$ cat src/rtl/fp16_accum_seq.sv
// -----------------------------------------------------------------------------
// fp16_accum_seq
//
// Sequencing front end for an external combinational fp16 adder. Operands
// arrive over a valid/ready stream and are folded into a running sum, one add
// per element. A vector ends with in_last. Its sum, element count and sticky
// NaN/Inf status are then offered over a second valid/ready handshake. This
// block does no arithmetic: every sum comes from the adder as produced.
//
// Ports
//   clk         rising-edge clock
//   rst_n       asynchronous active-low reset; discards any partial sum
//   in_valid    operand valid
//   in_ready    block accepts an operand this cycle (RUN state only)
//   in_data     fp16 operand {sign, exp[4:0], frac[9:0]}
//   in_last     operand closes the current vector
//   add_a       adder operand A  (running sum register)
//   add_b       adder operand B  (latest non-first operand register)
//   add_result  combinational sum returned by the adder
//   out_valid   vector sum available (OUT state)
//   out_ready   consumer accepts the sum
//   out_data    vector sum (running sum register)
//   out_count   elements accepted in the vector, saturating at 2^CNT_W-1
//   out_nan     sticky: an operand or adder result in the vector was NaN
//   out_inf     sticky: an operand or adder result in the vector was +/-Inf
// -----------------------------------------------------------------------------
module fp16_accum_seq #(
  parameter int CNT_W = 16
) (
  input  logic             clk,
  input  logic             rst_n,
  input  logic             in_valid,
  output logic             in_ready,
  input  logic [15:0]      in_data,
  input  logic             in_last,
  output logic [15:0]      add_a,
  output logic [15:0]      add_b,
  input  logic [15:0]      add_result,
  output logic             out_valid,
  input  logic             out_ready,
  output logic [15:0]      out_data,
  output logic [CNT_W-1:0] out_count,
  output logic             out_nan,
  output logic             out_inf
);

  // RUN: waiting for operands; ADD: adder result being committed;
  // OUT: vector sum held for the consumer.
  typedef enum logic [1:0] {
    S_RUN = 2'd0,
    S_ADD = 2'd1,
    S_OUT = 2'd2
  } state_t;

  localparam logic [CNT_W-1:0] CNT_MAX = '1;
  localparam logic [CNT_W-1:0] CNT_ONE = CNT_W'(1);

  state_t           r_state;
  logic [15:0]      r_acc;
  logic [15:0]      r_opb;
  logic [CNT_W-1:0] r_cnt;
  logic             r_first;
  logic             r_last_q;
  logic             r_nan;
  logic             r_inf;

  logic             w_accept;
  logic             w_in_nan;
  logic             w_in_inf;
  logic             w_res_nan;
  logic             w_res_inf;
  logic [CNT_W-1:0] w_cnt_next;

  // Exponent all-ones marks a special value: nonzero fraction is NaN,
  // zero fraction is infinity.
  function automatic logic is_nan(input logic [15:0] x);
    return (x[14:10] == 5'h1F) && (x[9:0] != 10'h000);
  endfunction

  function automatic logic is_inf(input logic [15:0] x);
    return (x[14:10] == 5'h1F) && (x[9:0] == 10'h000);
  endfunction

  // Ready depends on state alone so the upstream never sees a combinational
  // path from its own valid back to ready.
  assign in_ready   = (r_state == S_RUN);
  assign out_valid  = (r_state == S_OUT);
  assign w_accept   = in_valid & in_ready;

  assign w_in_nan   = is_nan(in_data);
  assign w_in_inf   = is_inf(in_data);
  assign w_res_nan  = is_nan(add_result);
  assign w_res_inf  = is_inf(add_result);

  // The count sticks at its maximum instead of wrapping on long vectors.
  assign w_cnt_next = (r_cnt == CNT_MAX) ? r_cnt : r_cnt + CNT_ONE;

  // The adder sees the registers directly; its output is only sampled in ADD.
  assign add_a      = r_acc;
  assign add_b      = r_opb;
  assign out_data   = r_acc;
  assign out_count  = r_cnt;
  assign out_nan    = r_nan;
  assign out_inf    = r_inf;

  // NOTE: every register here is written with non-blocking assignments so all
  // of them update together from pre-edge values; blocking assignments would
  // let later statements observe half-updated state.
  always_ff @(posedge clk or negedge rst_n) begin
    if (!rst_n) begin
      r_state  <= S_RUN;
      r_acc    <= 16'h0000;
      r_opb    <= 16'h0000;
      r_cnt    <= '0;
      r_first  <= 1'b1;
      r_last_q <= 1'b0;
      r_nan    <= 1'b0;
      r_inf    <= 1'b0;
    end else begin
      case (r_state)
        S_RUN: begin
          if (w_accept) begin
            r_nan <= r_nan | w_in_nan;
            r_inf <= r_inf | w_in_inf;
            if (r_first) begin
              // First element of a vector bypasses the adder entirely.
              r_acc   <= in_data;
              r_cnt   <= CNT_ONE;
              r_first <= 1'b0;
              if (in_last) begin
                r_state <= S_OUT;
              end
            end else begin
              // Remember whether this element closes the vector; the
              // decision is taken after the add commits.
              r_opb    <= in_data;
              r_last_q <= in_last;
              r_cnt    <= w_cnt_next;
              r_state  <= S_ADD;
            end
          end
        end

        S_ADD: begin
          // NaN results are stored as produced; accumulation carries on.
          r_acc   <= add_result;
          r_nan   <= r_nan | w_res_nan;
          r_inf   <= r_inf | w_res_inf;
          r_state <= r_last_q ? S_OUT : S_RUN;
        end

        S_OUT: begin
          // Sum, count and status stay frozen until the consumer takes them.
          if (out_ready) begin
            r_acc   <= 16'h0000;
            r_cnt   <= '0;
            r_first <= 1'b1;
            r_nan   <= 1'b0;
            r_inf   <= 1'b0;
            r_state <= S_RUN;
          end
        end

        default: begin
          r_state <= S_RUN;
        end
      endcase
    end
  end

endmodule

$ cat config.mk
export PLATFORM = sky130hd
export DESIGN_NAME = fp16_accum_seq
export DESIGN_NICKNAME = d
export VERILOG_FILES = /design/src/rtl/fp16_accum_seq.sv
export SDC_FILE = /design/constraint.sdc
export NUM_CORES = 1
export LEC_CHECK = 0
export BUFFER_PORTS_ARGS = -buffer_cell sky130_fd_sc_hd__buf_2
export CORE_MARGIN = 4
export CORE_UTILIZATION = 25
export DETAILED_ROUTE_END_ITERATION = 10
export PLACE_DENSITY = 0.53
export SLEW_MARGIN = 5
export SYNTH_ARGS = -nofsm -noshare
export SYNTH_HDL_FRONTEND = slang
export SYNTH_SLANG_ARGS = --single-unit
$ cat constraint.sdc
create_clock -name clk -period 1.9 [get_ports clk]
set_input_delay 0.095 -clock clk [delete_from_list [all_inputs] [get_ports clk]]
set_output_delay 0.095 -clock clk [all_outputs]
set_load 0.03 [all_outputs]
==> flow_metrics.env, run 1 <==
export IMPL_r2r_start="r_state[1]$_DFFE_PN0P_"
export IMPL_cts_root_buf="clkbuf_16"
export IMPL_min_path_cells=2
export IMPL_rr_worst_depth=6
export IMPL_io_pins=105
export IMPL_cts_sinks=54
export IMPL_dr_total_vias=2628
export IMPL_worstHoldPathType="in -> reg"
export IMPL_max_freq_mhz=560
export IMPL_grt_start_max_net_pins=32
export IMPL_grt_overflow=0
export IMPL_die_area_um2=13700
export IMPL_row_count=39
export IMPL_slew_headroom_pct=62.1
export IMPL_synthesis_nets=348
export IMPL_p_leak_uw=0.00188
export IMPL_synth_avg_cell_area_um2=9.72
export IMPL_layout_common_cells="buf_2 (104), dfrtp_1 (52), a21oi_1 (39), buf_4 (25), nor2_1 (24)"
export IMPL_clkSlewWorstSetupHoldPaths_ns=0.07
export IMPL_area_delta_synth_final_pct=32.8
export IMPL_gp_congestion=0.896
export IMPL_nets=455
export IMPL_synth_top_family_by_area="simple AND/OR/NAND/NOR gates"
export IMPL_grt_util_met1_pct=17.8
export IMPL_arrival_ns=2.01
export IMPL_grtUsageMet3_pct=1.59
export IMPL_final_cell_area_um2=3950
export IMPL_required_ns=2.12
export IMPL_busiest_layer="met2"
export IMPL_drv_slew=0
export IMPL_drive_above_1_share_pct=42.8
export IMPL_worstPathMaxFanout=8
export IMPL_setup_viol=0
export IMPL_first_global_vias=2556
export IMPL_initial_core_util_pct=25.8
export IMPL_ys_flop_type="dfrtp_1"
export IMPL_preCtsSetupSlack_ns=0.0431
export IMPL_htree_levels=2
export IMPL_powerDensity_nw_per_um2=1870
export IMPL_min_from="in_data[15]"
export IMPL_final_hold_viol_count=0
export IMPL_synth_adder_area_share_pct=2.10
export IMPL_die_h_um=117
export IMPL_start_kind="flip-flop"
export IMPL_die_w_um=117
export IMPL_ys_types=51
export IMPL_ff2ff_setup_slack_ns=0.12
export IMPL_wire_per_inst_um=15.5
export IMPL_synth_area_um2=2980
export IMPL_drcViolationCount=0
export IMPL_yosysSeqAreaShare_pct=45.5
export IMPL_clkLatencyLatePin_ns=0.29
export IMPL_cap_violations=0
export IMPL_port_buffers=104
export IMPL_netlist_instances=306
export IMPL_cts_tree="yes"
export IMPL_final_common_cell="buf_2"
export IMPL_layout_setup_ws_ns=0.115
export IMPL_endpoint_kind="flip-flop"
export IMPL_synth_edff_count=0
export IMPL_viasPerCell=4.70
export IMPL_ir_drop_v=0.000551
export IMPL_core_um2=11500
export IMPL_place_area_um2=3740
export IMPL_final_antenna_net_count=0
export IMPL_drtIter0Drc=105
export IMPL_ys_seq_elements=54
export IMPL_async_flop_share_pct=100
export IMPL_finalWirelength_um=8660
export IMPL_ys_warnings_count=0
export IMPL_crit_reg2reg_capture="out_count[8]$_DFFE_PN0P_"
export IMPL_grt_pass1_wl_um=13500
export IMPL_hold_path_end="add_b[15]$_DFFE_PN0P_"
export IMPL_critPathKind="reg -> reg"
export IMPL_firstDrtPassIters=4
export IMPL_outcome="completed"
export IMPL_clk_path_buf_depth=2
export IMPL_finClkSkew_ns=0.00381
export IMPL_synthXorXnorAreaFrac_pct=0
export IMPL_fin_crit_sh_pct=93.9
export IMPL_min_period_ns=1.78
export IMPL_use_met2_pct=19.7
export IMPL_yosys_area_share_simple_pct=19.9
export IMPL_grt_usage_pct=12.5
export IMPL_dpl_hpwl_um=7000
export IMPL_cts_buffers=5
export IMPL_yosys_mux_area_fraction_pct=7.61
export IMPL_antenna_found_initial=0
export IMPL_synth_compound_gate_area_share_pct=17.7
export IMPL_tightest_slew_ns=0.568
export IMPL_rsz0062_at_grt="no"
-- synthesized netlist by cell type, drive strengths merged (3+ instances only) --
cell | n | area share, %
o22a | 4 | 1.2
a21o | 3 | 0.76
nor2b | 18 | 4.0
a31oi | 5 | 1.1
nor2 | 24 | 3.0
nand2 | 21 | 2.6
a21boi | 5 | 1.3
nand4 | 4 | 1.3
o21ai | 9 | 1.5
nor3 | 5 | 0.84
nand3 | 11 | 1.9
ha | 5 | 2.1
dfrtp | 53 | 45
a21oi | 40 | 7.1
buf | 23 | 5.3
mux2 | 18 | 6.9
and3 | 5 | 1.1
nor4 | 8 | 2.2
inv | 6 | 0.76
clkbuf | 9 | 1.2
-- worst max-delay path: stages (launching register included) --
cell and delay [ns]:
dfrtp_2 0.41, inv_2 0.07, ha_4 0.17, nor2b_1 0.14
and3_2 0.27, a2111oi_0 0.44, o22a_1 0.22
-- worst max path at each step --
| stage | from | endpoint | slack [ns] |
|---|---|---|---|
| floorplan | r_state[0]$_DFFE_PN0P_ | out_count[0]$_DFFE_PN0P_ | -0.13 |
| global placement | r_state[0]$_DFFE_PN0P_ | out_count[14]$_DFFE_PN0P_ | 0.08 |
| finish | r_state[1]$_DFFE_PN0P_ | out_count[8]$_DFFE_PN0P_ | 0.12 |
| detailed placement | r_state[0]$_DFFE_PN0P_ | out_count[14]$_DFFE_PN0P_ | 0.04 |
| CTS | r_state[0]$_DFFE_PN0P_ | out_count[14]$_DFFE_PN0P_ | 0.03 |
| global route | r_state[1]$_DFFE_PN0P_ | out_count[9]$_DFFE_PN0P_ | 0.02 |
-- report_power, final --
part / internal (uW) / switching, uW / total [uW] / leakage, uW
clock: 630 / 430 / 1060 / 0.0000844
combinational: 1570 / 2780 / 4350 / 0.00113
sequential: 1640 / 338 / 1980 / 0.000663
-- repair_timing --
action,in CTS,in global routing
setup endpoints to repair,0,11
setup buffers,0,1
hold buffers,1,0
hold endpoints to repair,22,0
resized for setup,0,5
-- logic make-up after synthesis --
group / after synthesis
AND/OR/NAND/NOR: 106
adder cells (fa/ha/maj): 5
flip-flops: 54
multiplexers: 20
buffers and inverters: 38
AO/OA/AOI/OAI: 83
-- per-stage QoR --
stage          hold slack [ns]  cells  utilization, %  power [uW]  TNS, ns
2_1_floorplan           -0.201    306               -        5210   -0.217
3_3_place_gp             0.120    547            32.5        6290        0
3_5_place_dp             0.128    547            32.5        6360        0
4_1_cts                 0.0452    556            34.1        7450        0
5_1_grt                 0.0606    557            34.3        7930        0
6_report                0.0521    559            34.3        7390        0
-- routing by layer --
layer  wire length (um)  vias to the layer above
li1                   -                     1301
met1               3960                     1257
met2               4270                       62
met3                308                        8
met4                133                        0
met5                  0                        -
-- registers in the layout (all words and copies together) (netlist names) --
register / cells
add_a: 16
add_b: 16
out_count: 16
r_state: 2
out_inf: 1
out_nan: 1
r_first: 1
r_last_q: 1
-- layout make-up --
class	instances	area [um2]
fill	1196	7560
multi-input combinational	214	1460
sequential	54	1350
timing repair buffer	132	758
tap	143	179
clock buffer	5	125
clock inverter	3	47.5
inverter	6	22.5
antenna	2	5.00
Note: power is estimated with default switching activity, not from simulation.
==> run 2: changes to the inputs <==
Settings changed: SETUP_SLACK_MARGIN from default to 0.15.
==> run 2 against run 1 <==
Global-route usage is 0.23 points lower. Power is 7.8% higher. Sequential cell count stayed put. Clock power hardly changed. Critical path depth stayed put. Critical path type unchanged. Highest routed layer unchanged.
==> flow_metrics.env, run 2 (synthesized netlist as in run 1, its figures left out) <==
export IMPL_cts_buffers=5
export IMPL_min_period_ns=1.78
export IMPL_worstHoldPathType="in -> reg"
export IMPL_r2r_start="r_state[1]$_DFFE_PN0P_"
export IMPL_die_w_um=117
export IMPL_drive_above_1_share_pct=47.0
export IMPL_fin_setup_tns_ns=0
export IMPL_clkLatencyLatePin_ns=0.29
export IMPL_final_cell_area_um2=4190
export IMPL_place_area_um2=3730
export IMPL_final_common_cell="buf_2"
export IMPL_htree_levels=2
export IMPL_worstPathMaxFanout=6
export IMPL_fin_crit_sh_pct=93.8
export IMPL_viasPerCell=4.71
export IMPL_finClkSkew_ns=0.00532
export IMPL_slew_headroom_pct=58.9
export IMPL_final_hold_viol_count=0
export IMPL_core_um2=11500
export IMPL_critPathLaunch="r_state[1]$_DFFE_PN0P_"
export IMPL_cts_tree="yes"
export IMPL_firstDrtPassIters=4
export IMPL_clk_path_buf_depth=2
export IMPL_grt_overflow=0
export IMPL_gp_congestion=0.891
export IMPL_max_freq_mhz=561
export IMPL_clkSlewWorstSetupHoldPaths_ns=0.07
export IMPL_n_antenna_cell=0
export IMPL_cts_sinks=54
export IMPL_ir_drop_v=0.000570
export IMPL_outcome="completed"
export IMPL_grt_pass1_wl_um=13200
export IMPL_nets=473
export IMPL_fillerInstances=1169
export IMPL_io_pins=105
export IMPL_dpl_hpwl_um=7010
export IMPL_layout_common_cells="buf_2 (104), dfrtp_1 (53), buf_4 (38), a21oi_1 (35), nor2_1 (24)"
export IMPL_dp_cells=546
export IMPL_final_cell_count_no_fill=575
export IMPL_cts_root_buf="clkbuf_16"
export IMPL_final_antenna_net_count=0
export IMPL_powerDensity_nw_per_um2=1900
export IMPL_first_global_vias=2492
export IMPL_cap_violations=0
export IMPL_dr_total_vias=2709
export IMPL_drtIter0Drc=107
export IMPL_antenna_found_initial=0
export IMPL_setup_viol=0
export IMPL_drcViolationCount=0
export IMPL_initial_core_util_pct=25.8
export IMPL_p_leak_uw=0.00200
export IMPL_grt_usage_pct=12.3
export IMPL_rsz0062_at_grt="yes"
export IMPL_min_from="in_data[15]"
export IMPL_grt_start_max_net_pins=31
export IMPL_drv_slew=0
export IMPL_tightest_slew_ns=0.617
export IMPL_wire_per_inst_um=15.8
export IMPL_area_delta_synth_final_pct=40.9
export IMPL_row_count=39
export IMPL_die_h_um=117
export IMPL_arrival_ns=1.96
export IMPL_required_ns=2.08
export IMPL_start_kind="flip-flop"
export IMPL_finalWirelength_um=9090
export IMPL_critPathKind="reg -> reg"
export IMPL_endpoint_kind="flip-flop"
export IMPL_die_area_um2=13700
export IMPL_port_buffers=104
-- run 2: cell count changes in the layout (fill, tap and decap cells not counted), sizes merged --
| cell | previous run | this run |
|---|---|---|
| buf | 131 | 147 |
| clkbuf | 5 | 7 |
| diode | 2 | 0 |
-- run 2: worst paths after layout --
kind	to	slack (ns)	cells past startpoint
worst max-delay path	out_count[14]$_DFFE_PN0P_	0.12	6
worst min-delay path	add_b[15]$_DFFE_PN0P_	0.05	2
worst max register to register	out_count[14]$_DFFE_PN0P_	0.12	6
worst min register to register	add_b[0]$_DFFE_PN0P_	0.51	1
max in group asynchronous	add_a[8]$_DFFE_PN0P_	0.96	3
min in group asynchronous	out_count[4]$_DFFE_PN0P_	0.36	2
-- run 2: where the power goes --
| part | switching, uW | total (uW) | internal [uW] |
|---|---|---|---|
| Combinational | 2940 | 4930 | 1980 |
| Sequential | 338 | 1980 | 1640 |
| Clock | 434 | 1060 | 630 |
| Total | 3710 | 7970 | 4250 |
-- run 2: cell type report --
class                      count  area, um2  area share (%)
tap                          143        179            4.27
clock buffer                   5        125            2.99
multi-input combinational    214       1530            36.4
inverter                       6       22.5           0.537
clock inverter                 3       47.5            1.13
timing repair buffer         150        940            22.4
sequential                    54       1350            32.3
-- run 2: repair_timing --
item	4_1_cts	5_1_grt
pin swaps	3	4
setup endpoints to repair	32	48
hold buffers	1	0
buffers inserted	7	11
cloned	0	2
endpoints found under the hold margin	24	0
resized for setup	6	16
-- run 2: worst max-delay path, stage by stage, from the launching register on --
cell and delay, ns:
dfrtp_1 0.40, buf_6 0.13, ha_4 0.17, nor2b_4 0.13, or3_4 0.36, a21o_1 0.22, a211o_1 0.26
-- run 2: metal layers --
layer,vias up,share of wire (%),track usage (%)
met5,-,0,0
met4,0,1.9,3.59
met3,10,3.4,1.95
met2,57,51,20.5
met1,1304,44,16.4
li1,1338,-,-
-- run 2: through the flow --
stage	util [%]	power (uW)	setup WS (ns)	hold WS [ns]
floorplan	-	5240	-0.128	-0.201
global placement	32.4	6340	0.0724	0.144
detailed placement	32.4	6380	0.0116	0.146
CTS	34.7	7620	0.122	0.0449
global route	36.4	8490	0.0635	0.0555
finish	36.4	7970	0.118	0.0517
==> run 3: changes to the inputs <==
Settings changed: CORE_UTILIZATION 25 to 40, PLACE_DENSITY 0.53 to 0.75.
==> run 3 against run 2 <==
Non-clock buffer count fell by 7. Via count up 3.0%. Critical path depth unchanged. Sequential cell count unchanged. Critical endpoint is now out_count[0]$_DFFE_PN0P_. Highest routed layer unchanged.
==> flow_metrics.env, run 3 (synthesized netlist as in run 1, its figures left out) <==
export IMPL_tightest_slew_ns=0.696
export IMPL_clk_path_buf_depth=2
export IMPL_cts_tree="yes"
export IMPL_setup_viol=0
export IMPL_worstPathMaxFanout=7
export IMPL_die_h_um=94.2
export IMPL_drtIter0Drc=133
export IMPL_slew_headroom_pct=53.6
export IMPL_arrival_ns=1.99
export IMPL_use_met2_pct=29.7
export IMPL_gp_congestion=0.914
export IMPL_viasPerCell=5.31
export IMPL_critPathKind="reg -> reg"
export IMPL_final_hold_viol_count=0
export IMPL_n_antenna_cell=0
export IMPL_p_leak_uw=0.00192
export IMPL_critical_path_max_stage_delay_ns=0.39
export IMPL_powerDensity_nw_per_um2=1900
export IMPL_die_w_um=94.2
export IMPL_preCtsSetupSlack_ns=-0.0720
export IMPL_firstDrtPassIters=4
export IMPL_fin_crit_sh_pct=94.4
export IMPL_grt_start_max_net_pins=55
export IMPL_clkLatencyLatePin_ns=0.32
export IMPL_min_period_ns=1.79
export IMPL_dr_total_vias=2790
export IMPL_port_buffers=104
export IMPL_dpl_hpwl_um=6310
export IMPL_max_freq_mhz=558
export IMPL_clkSlewWorstSetupHoldPaths_ns=0.11
export IMPL_cap_violations=0
export IMPL_cts_sinks=54
export IMPL_whs_ns=0.0173
export IMPL_finalWirelength_um=8640
export IMPL_area_delta_synth_final_pct=33.5
export IMPL_grtUsageMet3_pct=4.41
export IMPL_grt_usage_pct=19.4
export IMPL_busiest_layer="met2"
export IMPL_grt_overflow=0
export IMPL_initial_core_util_pct=41.0
export IMPL_layout_common_cells="buf_2 (106), dfrtp_1 (53), a21oi_1 (39), buf_4 (31), nor2_1 (23)"
export IMPL_cp_slowest_cell="dfrtp_1"
export IMPL_wire_per_inst_um=16.5
export IMPL_core_um2=7250
export IMPL_final_common_cell="buf_2"
export IMPL_outcome="completed"
export IMPL_drcViolationCount=0
export IMPL_fin_util_pct=54.8
export IMPL_htree_levels=2
export IMPL_rsz0062_at_grt="yes"
export IMPL_nets=467
export IMPL_fin_setup_tns_ns=0
export IMPL_die_area_um2=8880
export IMPL_drive_above_1_share_pct=46.7
export IMPL_cts_root_buf="clkbuf_8"
export IMPL_final_antenna_net_count=0
export IMPL_finClkSkew_ns=0.0111
export IMPL_total_power_uw=7550
export IMPL_worstHoldPathType="in -> reg"
export IMPL_drv_slew=0
export IMPL_cts_buffers=5
export IMPL_layout_setup_ws_ns=0.107
export IMPL_row_count=31
export IMPL_path_cells="inv_2 -> ha_4 -> nor2b_4 -> or3_4 -> a21oi_4 -> mux2_4"
export IMPL_start_kind="flip-flop"
export IMPL_antenna_found_initial=0
export IMPL_first_global_vias=2619
export IMPL_ir_drop_v=0.000763
export IMPL_required_ns=2.10
export IMPL_io_pins=105
export IMPL_grt_util_met1_pct=27.2
export IMPL_grt_pass1_wl_um=13600
export IMPL_endpoint_kind="flip-flop"
export IMPL_fillerInstances=642
## run 3: cell types whose count changed in the layout (fill, tap and decap cells not counted), sizes merged
cell and delta:
clkinvlp +1, clkbuf -2, and3 +1, buf -5, clkinv -1
## run 3: cell type report
class / count / area (um2) / share of cell area (%)
Clock buffer: 5 / 68.8 / 1.73
Clock inverter: 3 / 48.8 / 1.23
Inverter: 6 / 22.5 / 0.567
Multi-Input combinational cell: 215 / 1530 / 38.4
Sequential cell: 54 / 1350 / 34.0
Tap cell: 99 / 124 / 3.12
Timing Repair Buffer: 143 / 830 / 20.9
## run 3: per-layer routing
| metal | routed length [um] | vias up |
|---|---|---|
| li1 | - | 1333 |
| met1 | 3790 | 1352 |
| met2 | 4180 | 87 |
| met3 | 489 | 18 |
| met4 | 185 | 0 |
| met5 | 0 | - |
## run 3: path summary, 6_finish.rpt
path / start / endpoint / slack [ns] / cells after the start
worst min register to register: add_b[13]$_DFFE_PN0P_ / add_b[13]$_DFFE_PN0P_ / 0.50 / 2
worst max-delay path: r_state[0]$_DFFE_PN0P_ / out_count[0]$_DFFE_PN0P_ / 0.11 / 6
worst max register to register: r_state[0]$_DFFE_PN0P_ / out_count[0]$_DFFE_PN0P_ / 0.11 / 6
min in group asynchronous: rst_n / add_a[1]$_DFFE_PN0P_ / 0.43 / 3
worst min-delay path: in_data[15] / add_b[15]$_DFFE_PN0P_ / 0.02 / 2
max in group asynchronous: rst_n / add_b[11]$_DFFE_PN0P_ / 1.00 / 3
## run 3: worst max-delay path, delay by kind of cell (launching register included)
| kind | cells | cell delay, ns |
|---|---|---|
| AO/OA/AOI/OAI | 1 | 0.17 |
| adder cells (fa/ha/maj) | 1 | 0.19 |
| buffers and inverters | 1 | 0.08 |
| flip-flops | 1 | 0.39 |
| multiplexers | 1 | 0.32 |
| AND/OR/NAND/NOR | 2 | 0.52 |
## run 3: report_power, final
group | total (uW) | internal [uW] | switching, uW
Combinational | 4760 | 1810 | 2950
Clock | 817 | 402 | 415
Sequential | 1970 | 1630 | 334
Total | 7550 | 3850 | 3700
## run 3: through the flow
stage          std cells  area [um2]
4_1_cts              520        3880
2_1_floorplan        306        3030
6_report             525        3970
3_3_place_gp         499        3630
5_1_grt              525        3970
3_5_place_dp         499        3630
## run 3: repair_timing
action / CTS / global route
pin swaps: 2 / 3
hold buffers: 1 / 0
cloned: 0 / 3
endpoints found under the hold margin: 53 / 0
setup buffers: 12 / 2
endpoints found under the setup margin: 47 / 33
resized for setup: 12 / 16
